File: src/rtl/dcache_pkg.sv
// Shared types, geometry constants and lane-packing helpers for the direct-mapped data cache.
package dcache_pkg;

  localparam int unsigned DefXlen  = 32;
  localparam int unsigned DefLines = 8;
  localparam int unsigned IdxW     = $clog2(DefLines);
  localparam int unsigned TagW     = DefXlen - 2 - IdxW;

  typedef logic [1:0] state_t;
  localparam state_t StIdle = 2'd0;
  localparam state_t StRd   = 2'd1;
  localparam state_t StWr   = 2'd2;

  typedef logic [7:0] lanes_t [0:3];

  function automatic logic [IdxW-1:0] get_index(input logic [DefXlen-1:0] addr);
    return addr[2+IdxW-1:2];
  endfunction

  function automatic logic [TagW-1:0] get_tag(input logic [DefXlen-1:0] addr);
    return addr[DefXlen-1:2+IdxW];
  endfunction

  function automatic logic [31:0] pack_lanes(input lanes_t lanes);
    return {lanes[3], lanes[2], lanes[1], lanes[0]};
  endfunction

  function automatic logic [7:0] get_lane(input logic [31:0] word, input int unsigned lane);
    return word[8*lane +: 8];
  endfunction

endpackage

File: src/rtl/dcache_line_array.sv
// Valid/tag/data storage: one combinational read port, one synchronous fill/update write port.
module dcache_line_array #(
  parameter int unsigned LINES = 8,
  parameter int unsigned IDX_W = 3,
  parameter int unsigned TAG_W = 27
) (
  input  logic             clk,
  input  logic             rst_b,
  input  logic [IDX_W-1:0] rd_index,
  output logic             rd_valid,
  output logic [TAG_W-1:0] rd_tag,
  output logic [31:0]      rd_data,
  input  logic             wr_en,
  input  logic             wr_fill,
  input  logic [IDX_W-1:0] wr_index,
  input  logic [TAG_W-1:0] wr_tag,
  input  logic [31:0]      wr_data
);

  logic [LINES-1:0] valid_q;
  logic [TAG_W-1:0] tag_q  [LINES];
  logic [31:0]      data_q [LINES];

  assign rd_valid = valid_q[rd_index];
  assign rd_tag   = tag_q[rd_index];
  assign rd_data  = data_q[rd_index];

  always_ff @(posedge clk) begin
    if (!rst_b) begin
      valid_q <= '0;
    end else if (wr_en && wr_fill) begin
      valid_q[wr_index] <= 1'b1;
    end
  end

  // Tag and data are deliberately left unreset; valid alone qualifies them.
  always_ff @(posedge clk) begin
    if (wr_en) begin
      data_q[wr_index] <= wr_data;
      if (wr_fill) begin
        tag_q[wr_index] <= wr_tag;
      end
    end
  end

endmodule

File: src/rtl/dcache_ctrl.sv
// Direct-mapped write-through, no-write-allocate data cache controller with fixed-latency memory.
module dcache_ctrl
  import dcache_pkg::*;
#(
  parameter int unsigned XLEN        = DefXlen,
  parameter int unsigned LINES       = DefLines,
  parameter int unsigned MEM_LATENCY = 3
) (
  input  logic            clk,
  input  logic            rst_b,
  input  logic [XLEN-1:0] cpu_addr,
  input  logic            cpu_read,
  input  logic            cpu_write,
  input  logic [7:0]      cpu_wdata    [0:3],
  output logic [7:0]      cpu_rdata    [0:3],
  output logic            stall,
  output logic [XLEN-1:0] mem_addr,
  output logic            mem_we,
  output logic [7:0]      mem_data_in  [0:3],
  input  logic [7:0]      mem_data_out [0:3],
  output logic [XLEN-1:0] perf_misses
);

  localparam int unsigned IB = $clog2(LINES);
  localparam int unsigned TW = XLEN - 2 - IB;
  localparam int unsigned CW = (MEM_LATENCY > 1) ? $clog2(MEM_LATENCY) : 1;
  localparam logic [CW-1:0] CntLast = CW'(MEM_LATENCY - 1);

  state_t          state_q, state_d;
  logic [CW-1:0]   cnt_q, cnt_d;
  logic [XLEN-1:0] perf_q, perf_d;
  logic [XLEN-3:0] word_q, word_d;
  logic [31:0]     wdata_q, wdata_d;

  logic [XLEN-3:0] lk_word;
  logic            rd_valid, hit, last, arr_we, arr_fill;
  logic [TW-1:0]   rd_tag;
  logic [31:0]     rd_data, rdata_w, mem_wdata_w;
  logic            unused_addr_bits;

  assign unused_addr_bits = ^cpu_addr[1:0];

  // In IDLE the incoming request is looked up; otherwise the latched address drives fill/update.
  assign lk_word = (state_q == StIdle) ? cpu_addr[XLEN-1:2] : word_q;
  assign hit     = rd_valid && (rd_tag == lk_word[XLEN-3:IB]);
  assign last    = (cnt_q == CntLast);

  dcache_line_array #(
    .LINES(LINES),
    .IDX_W(IB),
    .TAG_W(TW)
  ) u_lines (
    .clk     (clk),
    .rst_b   (rst_b),
    .rd_index(lk_word[IB-1:0]),
    .rd_valid(rd_valid),
    .rd_tag  (rd_tag),
    .rd_data (rd_data),
    .wr_en   (arr_we),
    .wr_fill (arr_fill),
    .wr_index(lk_word[IB-1:0]),
    .wr_tag  (lk_word[XLEN-3:IB]),
    .wr_data (arr_fill ? pack_lanes(mem_data_out) : wdata_q)
  );

  always_comb begin
    state_d     = state_q;
    cnt_d       = cnt_q;
    perf_d      = perf_q;
    word_d      = word_q;
    wdata_d     = wdata_q;
    stall       = 1'b0;
    mem_we      = 1'b0;
    mem_addr    = '0;
    mem_wdata_w = '0;
    rdata_w     = '0;
    arr_we      = 1'b0;
    arr_fill    = 1'b0;
    // Everything is gated while reset is asserted so an abandoned write never strobes.
    if (rst_b) begin
      case (state_q)
        StIdle: begin
          if (cpu_write) begin
            stall   = 1'b1;
            state_d = StWr;
            cnt_d   = '0;
            word_d  = cpu_addr[XLEN-1:2];
            wdata_d = pack_lanes(cpu_wdata);
          end else if (cpu_read) begin
            if (hit) begin
              rdata_w = rd_data;
            end else begin
              stall   = 1'b1;
              state_d = StRd;
              cnt_d   = '0;
              word_d  = cpu_addr[XLEN-1:2];
              if (perf_q != '1) perf_d = perf_q + XLEN'(1);
            end
          end
        end
        StRd: begin
          mem_addr = {word_q, 2'b00};
          stall    = 1'b1;
          cnt_d    = cnt_q + CW'(1);
          if (last) begin
            arr_we   = 1'b1;
            arr_fill = 1'b1;
            state_d  = StIdle;
            cnt_d    = '0;
          end
        end
        StWr: begin
          mem_addr    = {word_q, 2'b00};
          mem_wdata_w = wdata_q;
          stall       = !last;
          cnt_d       = cnt_q + CW'(1);
          if (last) begin
            mem_we  = 1'b1;
            arr_we  = hit;
            state_d = StIdle;
            cnt_d   = '0;
          end
        end
        default: state_d = StIdle;
      endcase
    end
  end

  always_comb begin
    for (int unsigned i = 0; i < 4; i++) begin
      cpu_rdata[i]   = get_lane(rdata_w, i);
      mem_data_in[i] = get_lane(mem_wdata_w, i);
    end
  end

  assign perf_misses = perf_q;

  always_ff @(posedge clk) begin
    if (!rst_b) begin
      state_q <= StIdle;
      cnt_q   <= '0;
      perf_q  <= '0;
    end else begin
      state_q <= state_d;
      cnt_q   <= cnt_d;
      perf_q  <= perf_d;
    end
  end

  always_ff @(posedge clk) begin
    word_q  <= word_d;
    wdata_q <= wdata_d;
  end

endmodule
File: config.mk
export PLATFORM = sky130hd
export DESIGN_NAME = dcache_ctrl
export DESIGN_NICKNAME = d
export VERILOG_FILES = /design/src/rtl/dcache_pkg.sv /design/src/rtl/dcache_line_array.sv /design/src/rtl/dcache_ctrl.sv
export SDC_FILE = /design/constraint.sdc
export NUM_CORES = 1
export LEC_CHECK = 0
export ABC_CLOCK_PERIOD_IN_PS = 6770
export BUFFER_PORTS_ARGS = -buffer_cell sky130_fd_sc_hd__buf_4
export CAP_MARGIN = 5
export CORE_UTILIZATION = 45
export CTS_BUF_LIST = sky130_fd_sc_hd__clkbuf_4 sky130_fd_sc_hd__clkbuf_8
export CTS_CLUSTER_SIZE = 40
export DETAILED_ROUTE_END_ITERATION = 8
export GPL_TIMING_DRIVEN = 0
export SYNTH_ARGS = -nofsm -noshare
export SYNTH_HDL_FRONTEND = slang
export SYNTH_SLANG_ARGS = --single-unit
File: constraint.sdc
create_clock -name clk -period 6.77 [get_ports clk]
set_input_delay 0.3385 -clock clk [delete_from_list [all_inputs] [get_ports clk]]
set_output_delay 0.3385 -clock clk [all_outputs]
set_load 0.005 [all_outputs]
==> results of run 1 <==
-- cell usage in the layout (no fill, tap or decap), types with 56 or more instances in the layout --
cell type        n
and3_1          83
buf_4          235
clkbuf_1        57
clkbuf_8        99
dlygate4sd3_1   63
edfxtp_1       534
mux2_2          56
mux2i_1         65
nand2_1        133
o22ai_1        119
-- cell families (layout without fill, tap and decap cells) --
logic type | Yosys count | in the layout
flops | 578 | 578
mux | 123 | 123
buf+inv | 113 | 589
compound gates | 293 | 293
simple gates | 468 | 468
fa+ha+maj | 5 | 5
xor+xnor | 2 | 2
other cells | 1 | 3
-- power breakdown --
group	total (mW)	leakage, nW	switching, mW	internal, mW
clock	3.05	0.991	1.38	1.67
sequential	4.22	5.17	0.0409	4.18
combinational	2.72	4.24	1.77	0.951
total	9.99	10.4	3.19	6.80
-- state kept, by name (all words and copies together) (netlist names) --
signal	cells
state_q	2
u_lines.data_q	256
wdata_q	32
u_lines.valid_q	8
cnt_q	2
word_q	30
perf_misses	32
u_lines.tag_q	216
-- how the worst max path moves through the flow --
stage                             from                               to  slack (ns)
6_report       state_q[0]$_SDFFE_PN0P_                    cpu_rdata[16]        0.58
5_1_grt        state_q[0]$_SDFFE_PN0P_                    cpu_rdata[16]        0.31
2_1_floorplan  state_q[0]$_SDFFE_PN0P_   u_lines.data_q[0][0]$_DFFE_PP_        1.96
3_3_place_gp   state_q[0]$_SDFFE_PN0P_  u_lines.data_q[5][19]$_DFFE_PP_       -0.50
4_1_cts        state_q[0]$_SDFFE_PN0P_                    cpu_rdata[16]        0.57
3_5_place_dp   state_q[0]$_SDFFE_PN0P_   u_lines.data_q[3][5]$_DFFE_PP_        1.26
-- metrics by stage --
stage               setup TNS [ns]  hold WS, ns  instances  instance area, sq um  utilization
global route                     0       0.0390       2741                 29000        0.564
floorplan                        0        0.437       1584                 23400            -
global placement           -107.78        0.456       2488                 26000        0.505
detailed placement               0        0.464       2506                 26500        0.516
CTS                              0       0.0359       2740                 29000        0.564
finish                           0       0.0741       2741                 29000        0.564
-- layer usage --
layer	vias to the layer above	share of wire	global-route usage	routed length [um]
met5	-	0	0	0
met4	0	0.028	0.0857	1920
met3	125	0.071	0.0536	4850
met2	640	0.48	0.418	32900
met1	8003	0.42	0.334	28200
li1	7124	-	-	-
-- repair_timing --
item | in CTS | in global routing
hold endpoints to repair | 63 | 0
hold buffers | 63 | 0
setup endpoints to repair | 0 | 0
-- area by class of cell --
class                           instances  area share
Inverter                               14     0.00181
Timing Repair Buffer                  305      0.0939
Buffer                                 99      0.0166
Sequential cell                       578       0.583
Clock inverter                         49      0.0118
Multi-Input combinational cell        893       0.210
Clock buffer                          122      0.0529
Antenna cell                            1   0.0000862
Tap cell                              680      0.0293
==> summary.md, run 1 <==
| Metric | Value |
|---|---|
| Total power density per cell area | 344 mW/mm^2 |
| Time the worst path needs with I/O delays and setup | 6.19 ns |
| Worst Max-Slew Pin Slew | approximately 1.1 ns |
| Avg Vias per Cell | between 5 and 6 |
| Ports | between 200 and 250 |
| Maximum number of pins on one net before global-route repair | 25 |
| Total of endpoints with negative setup slack in the final report | 0 |
| Floorplan core area | 0.0514 sq mm |
| Clock transition at path regs | 0.06 ns |
| Max-slew violation count | 0 |
| Number of stages on the worst setup path | 16 |
| Critical path buffers and inverters | 6 |
| Detail-routed net length per standard cell | approximately 25 um |
| Total routing resource utilization after global routing | 0.254 |
| Area added between synthesis and finish | 23.9% |
| Multiplexer area fraction after synthesis | 0.0561 |
| Worst setup margin | roughly 0.58 ns |
| Crit path max fanout | 10 |
| Grt total ovfl | 0 |
| Area used by sequential logic in the layout | around 0.017 sq mm |
| Number of failing hold endpoints at the final stage | 0 |
| Leading cell type by number of instances after synthesis | edfxtp_1 |
| Worst-case clock skew | between 0.03 and 0.04 ns |
| Number of buffers on the longest clock path | 3 |
| Port-buffer cells | about 220 |
| Post-synth top area cell | edfxtp_1 |
| Via count | about 16000 |
| Capture endpoint of the worst hold path | u_lines.data_q[4][30]$_DFFE_PP_ |
| Outcome | completed |
| Endpoint kind of the worst setup timing path | output port |
| Yosys warning count | 0 |
| Fraction of the mapped netlist area in adder cells | 0.00267 |
| Die Outline Area | 0.0530 sq mm |
| WL final | approximately 68000 um |
| Seq/Total Area, Yosys | 0.722 |
| Avg Inst Size Synth | 14.8 sq um |
| Worst supply voltage drop on vdd | around 0.0002 V |
| Worst-Skew Late Latency | just under 0.7 ns |
| Critical setup path kind | flop to output port |
| Proportion of synthesized flip-flops having asynchronous set or reset | 0 |
| Basic-gate share of the synthesized area counting and, or, nand and nor cells | 0.111 |
| Arrival time of the worst setup path | 5.85 ns |
| Main area contributors after synthesis | edfxtp_1 (68%), dfxtp_1 (3.8%), o22ai_1 (3.2%), mux2i_1 (2.8%), mux2_2 (2.7%) |
| Reg2reg start | state_q[0]$_SDFFE_PN0P_ |
| Cells traversed along the worst timing path | inv_1 > ha_1 > buf_6 > nand3b_1 > nand2_1 > clkbuf_1 > buf_2 > a32oi_1 > and3b_1 > nor4_1 > nand4_1 > or4_4 > nor4b_4 > buf_4 > and3_1 > buf_4 |
| Reg-to-reg slack, setup | 1.19 ns |
| Proportion of layout cells with a drive suffix above 1 | 0.246 |
| Most used DFF post-synth | edfxtp_1 |
| Kind of cell adding the most delay to the critical path | simple AND/OR/NAND/NOR gates |
| Clock tree from TritonCTS | yes |
| Initial Util | 0.456 |
| Estimated wirelength of the detail-placed design | 44400 um |
| Count of clock tree sinks | 578 |
| Syn Inst Count | ~1600 |
| Final weighted congestion of routability-driven global placement | between 0.8 and 0.9 |
| Relative slew margins | 0.265 |
| Detailed router's first-iteration violation count | 1386 |
| Library cell appearing most often on the critical path | buf_4 |
| Number of distinct standard cells referenced by the synthesized netlist | 66 |
| CTS HTree Levels | 3 |
| DR DRC count | 0 |
| FF-to-FF path depth | 15 |
| Total power | 9.99 mW |
| Setup repair after global routing missed its margin | no |
| Data required, critical path | 6.43 ns |
| Leakage power of the design | between 10 and 15 nW |
| Tightest Hold Check Type | input pin to flop |
| Die Span X | 230 um |
| Count of antenna-violating nets left after detailed routing | 0 |
| Clk root buf | clkbuf_8 |
| Wire length of the first global-routing pass | between 90000 and 100000 um |
| Post-CTS Setup Repair Bufs | 0 |
| Terminus of the critical flop-to-flop path | u_lines.data_q[0][6]$_DFFE_PP_ |
| Area of combinational cells with multiple inputs | slightly above 0.006 sq mm |
| Share of Yosys cell area claimed by the top area cell type | 0.685 |
| Initial antenna violation count | 1 |
| Number of violations of the max-capacitance limit | 0 |
| Worst Min Path Start | mem_data_out[6] |
| Total of flip-flops plus latches after synthesis | about 580 |
| Final worst path period share | 0.914 |
| Number of iterations in the first detailed-routing pass | 5 |
| Die boundary height | 230 um |
| Type of origin of the critical path | flop |
| Main combinational cell family by area after synthesis | simple AND/OR/NAND/NOR gates |
| Most common library cells after synthesis | edfxtp_1 (534), nand2_1 (133), o22ai_1 (119) |
| Final net count | about 2100 |
| Combined area of all synthesized cells | between 0.02 and 0.025 sq mm |
| Pre-CTS WS | around 1.3 ns |
| Critical Path Slowest Stage Cell | nor4_1 |
| Maximum clock frequency | between 150 and 200 MHz |
| Compound-gate portion of the synthesized area | 0.0845 |
| Placement row count | 83 |
| Number of enable flip-flop cells after synthesis | approximately 530 |
| # resized after CTS | 0 |
| Biggest cell delay along the critical path | between 0.5 and 0.6 ns |
| Fill cell count | between 4000 and 5000 |
| Area share of xor/xnor cells in the synthesized design | 0.000748 |
| WHS Path Cells | 2 |
| Clock buffer count from CTS | 96 |
| Vias in the first global route | between 15000 and 20000 |
(Power assumes the default switching activity.)
==> inputs of run 2 (changes only) <==
Settings changed: CORE_MARGIN set to 2, CORE_UTILIZATION 45 to 50, GPL_ROUTABILITY_DRIVEN set to 0, PLACE_DENSITY set to 0.69.
==> summary.md, run 2 (same netlist as run 1, synthesis figures left out) <==
| Metric | Value |
|---|---|
| Post-CTS Setup Repair Bufs | 0 (unchanged) |
| Time the worst path needs with I/O delays and setup | 5.87 ns (was 6.19 ns) |
| Worst Max-Slew Pin Slew | 0.947 ns (was 1.10 ns) |
| Final design area excluding fillers | 0.0289 sq mm (was 0.0290 sq mm) |
| Biggest register | u_lines.data_q (unchanged) |
| # resized after CTS | 0 (unchanged) |
| Die boundary height | 220 um (was 230 um) |
| WL final | 67100 um (was 67800 um) |
| Hold slack final | 0.0741 ns (about the same) |
| Clock transition at path regs | 0.05 ns (was 0.06 ns) |
| Floorplan core area | 0.0464 sq mm (was 0.0514 sq mm) |
| Worst-Skew Late Latency | 0.67 ns (was 0.68 ns) |
| Clock tree from TritonCTS | yes (unchanged) |
| Detailed router's first-iteration violation count | 2045 (was 1386) |
| Flip-flop count of the largest register, all copies and words added | 256 (unchanged) |
| Setup repair after global routing missed its margin | no (unchanged) |
| Via count | 16200 (was 15900) |
| Wire length of the first global-routing pass | 98500 um (was 99500 um) |
| Final net count | 2087 (was 2092) |
| Tightest Hold Check Type | input pin to flop (unchanged) |
| Port-buffer cells | 224 (unchanged) |
| Number of violations of the max-capacitance limit | 0 (unchanged) |
| Clk root buf | clkbuf_8 (unchanged) |
| Fill cell count | 3438 (was 4216) |
| Worst setup margin | 0.900 ns (was 0.582 ns) |
| Endpoint kind of the worst setup timing path | output port (unchanged) |
| Most common library cell in the layout ignoring fill and taps | edfxtp_1 (unchanged) |
| Worst-case clock skew | 0.0313 ns (was 0.0336 ns) |
| Critical setup path kind | flop to output port (unchanged) |
| Initial antenna violation count | 1 (unchanged) |
| Relative slew margins | 0.367 (was 0.265) |
| Crit path max fanout | 10 (unchanged) |
| Die Outline Area | 0.0486 sq mm (was 0.0530 sq mm) |
| Number of buffers on the longest clock path | 3 (unchanged) |
| Outcome | completed (unchanged) |
| Grt total ovfl | 0 (unchanged) |
| Maximum number of pins on one net before global-route repair | 28 (was 25) |
| Worst supply voltage drop on vdd | 0.000220 V (was 0.000199 V) |
| Area used by sequential logic in the layout | 0.0169 sq mm (unchanged) |
| Arrival time of the worst setup path | 5.53 ns (was 5.85 ns) |
| Count of clock tree sinks | 578 (unchanged) |
| Maximum clock frequency | 170 MHz (was 162 MHz) |
| Estimated wirelength of the detail-placed design | 43800 um (was 44400 um) |
| Pre-CTS WS | 1.42 ns (was 1.26 ns) |
| Placement Cell Area | 0.0264 sq mm (was 0.0265 sq mm) |
| Ports | 230 (unchanged) |
| Proportion of layout cells with a drive suffix above 1 | 0.249 (was 0.246) |
| Number of iterations in the first detailed-routing pass | 5 (unchanged) |
| Data required, critical path | 6.43 ns (about the same) |
| Area of combinational cells with multiple inputs | 0.00611 sq mm (unchanged) |
| Post-Route Utilization | 0.623 (was 0.564) |
| Area added between synthesis and finish | 23.4% (was 23.9%) |
| Die Span X | 220 um (was 230 um) |
| Final worst path period share | 0.867 (was 0.914) |
| Type of origin of the critical path | flop (unchanged) |
| Count of antenna-violating nets left after detailed routing | 0 (unchanged) |
| Placement row count | 79 (was 83) |
| Total power density per cell area | 345 mW/mm^2 (was 344 mW/mm^2) |
| Number of failing hold endpoints at the final stage | 0 (unchanged) |
| Avg Vias per Cell | 6.09 (was 5.80) |
| Leakage power of the design | 10.4 nW (about the same) |
| Total routing resource utilization after global routing | 0.276 (was 0.254) |
| Max-slew violation count | 0 (unchanged) |
| Largest registers ranked by flip-flop count | u_lines.data_q (256), u_lines.tag_q (216) (unchanged) |
| CTS HTree Levels | 3 (unchanged) |
| Detail-routed net length per standard cell | 25.3 um (was 24.7 um) |
| Most frequent cells in the layout | edfxtp_1 (534), buf_4 (235), nand2_1 (133), o22ai_1 (119), clkbuf_8 (98) (was edfxtp_1 (534), buf_4 (235), nand2_1 (133), o22ai_1 (119), clkbuf_8 (99)) |
| Clock buffer count from CTS | 92 (was 96) |
| Vias in the first global route | 16100 (was 16000) |
| Initial Util | 0.505 (was 0.456) |
| DR DRC count | 0 (unchanged) |
| Total of endpoints with negative setup slack in the final report | 0 (unchanged) |
## run 2: timing repair
item	4_1_cts	5_1_grt
endpoints found under the hold margin	62	0
hold buffers	62	0
endpoints found under the setup margin	0	0
## run 2: per-layer routing
layer | part of all wire | GRT usage | routed length [um] | vias to the layer above
met3 | 0.092 | 0.0473 | 6140 | 125
met4 | 0.025 | 0.0919 | 1680 | 0
met2 | 0.48 | 0.450 | 32300 | 908
met1 | 0.40 | 0.380 | 27000 | 8061
met5 | 0 | 0 | 0 | -
li1 | - | - | - | 7100
## run 2: path summary, 6_finish.rpt
check | startpoint | endpoint | slack, ns | cells after the start
max | state_q[0]$_SDFFE_PN0P_ | cpu_rdata[13] | 0.90 | 16
min | cpu_write | state_q[1]$_SDFFE_PN0P_ | 0.07 | 3
max reg2reg | state_q[0]$_SDFFE_PN0P_ | u_lines.data_q[5][9]$_DFFE_PP_ | 1.32 | 15
min reg2reg | u_lines.valid_q[5]$_SDFFE_PN0P_ | u_lines.valid_q[5]$_SDFFE_PN0P_ | 0.48 | 2
## run 2: power breakdown
part	internal (mW)	switching (mW)
Clock	1.66	1.36
Sequential	4.18	0.0470
Combinational	0.951	1.76
## run 2: area by class of cell
| class | instances | area share |
|---|---|---|
| sequential | 578 | 0.585 |
| clock buffer | 130 | 0.0550 |
| tap | 607 | 0.0263 |
| inverter | 14 | 0.00182 |
| multi-input combinational | 893 | 0.211 |
| antenna | 1 | 0.0000866 |
| clock inverter | 32 | 0.00888 |
| buffer | 99 | 0.0167 |
| timing repair buffer | 304 | 0.0945 |
## run 2: critical path, cell delays in order, from the launching register on
cell and delay [ns]:
dfxtp_1 0.39, inv_1 0.10, ha_1 0.21, buf_6 0.14, nand3b_1 0.21, nand2_1 0.17
clkbuf_1 0.52, buf_2 0.41, a32oi_1 0.16, and3b_1 0.23, nor4_1 0.49, nand4_1 0.16
or4_4 0.50, nor4b_4 0.45, buf_4 0.28, and3_1 0.27, buf_4 0.15
## run 2: through the flow
stage / setup TNS (ns) / std cells / total power [mW]
2_1_floorplan: 0 / 1584 / 5.89
3_3_place_gp: -54.25 / 2415 / 6.85
3_5_place_dp: 0 / 2433 / 6.94
4_1_cts: 0 / 2657 / 9.95
5_1_grt: 0 / 2658 / 10.3
6_report: 0 / 2658 / 9.96
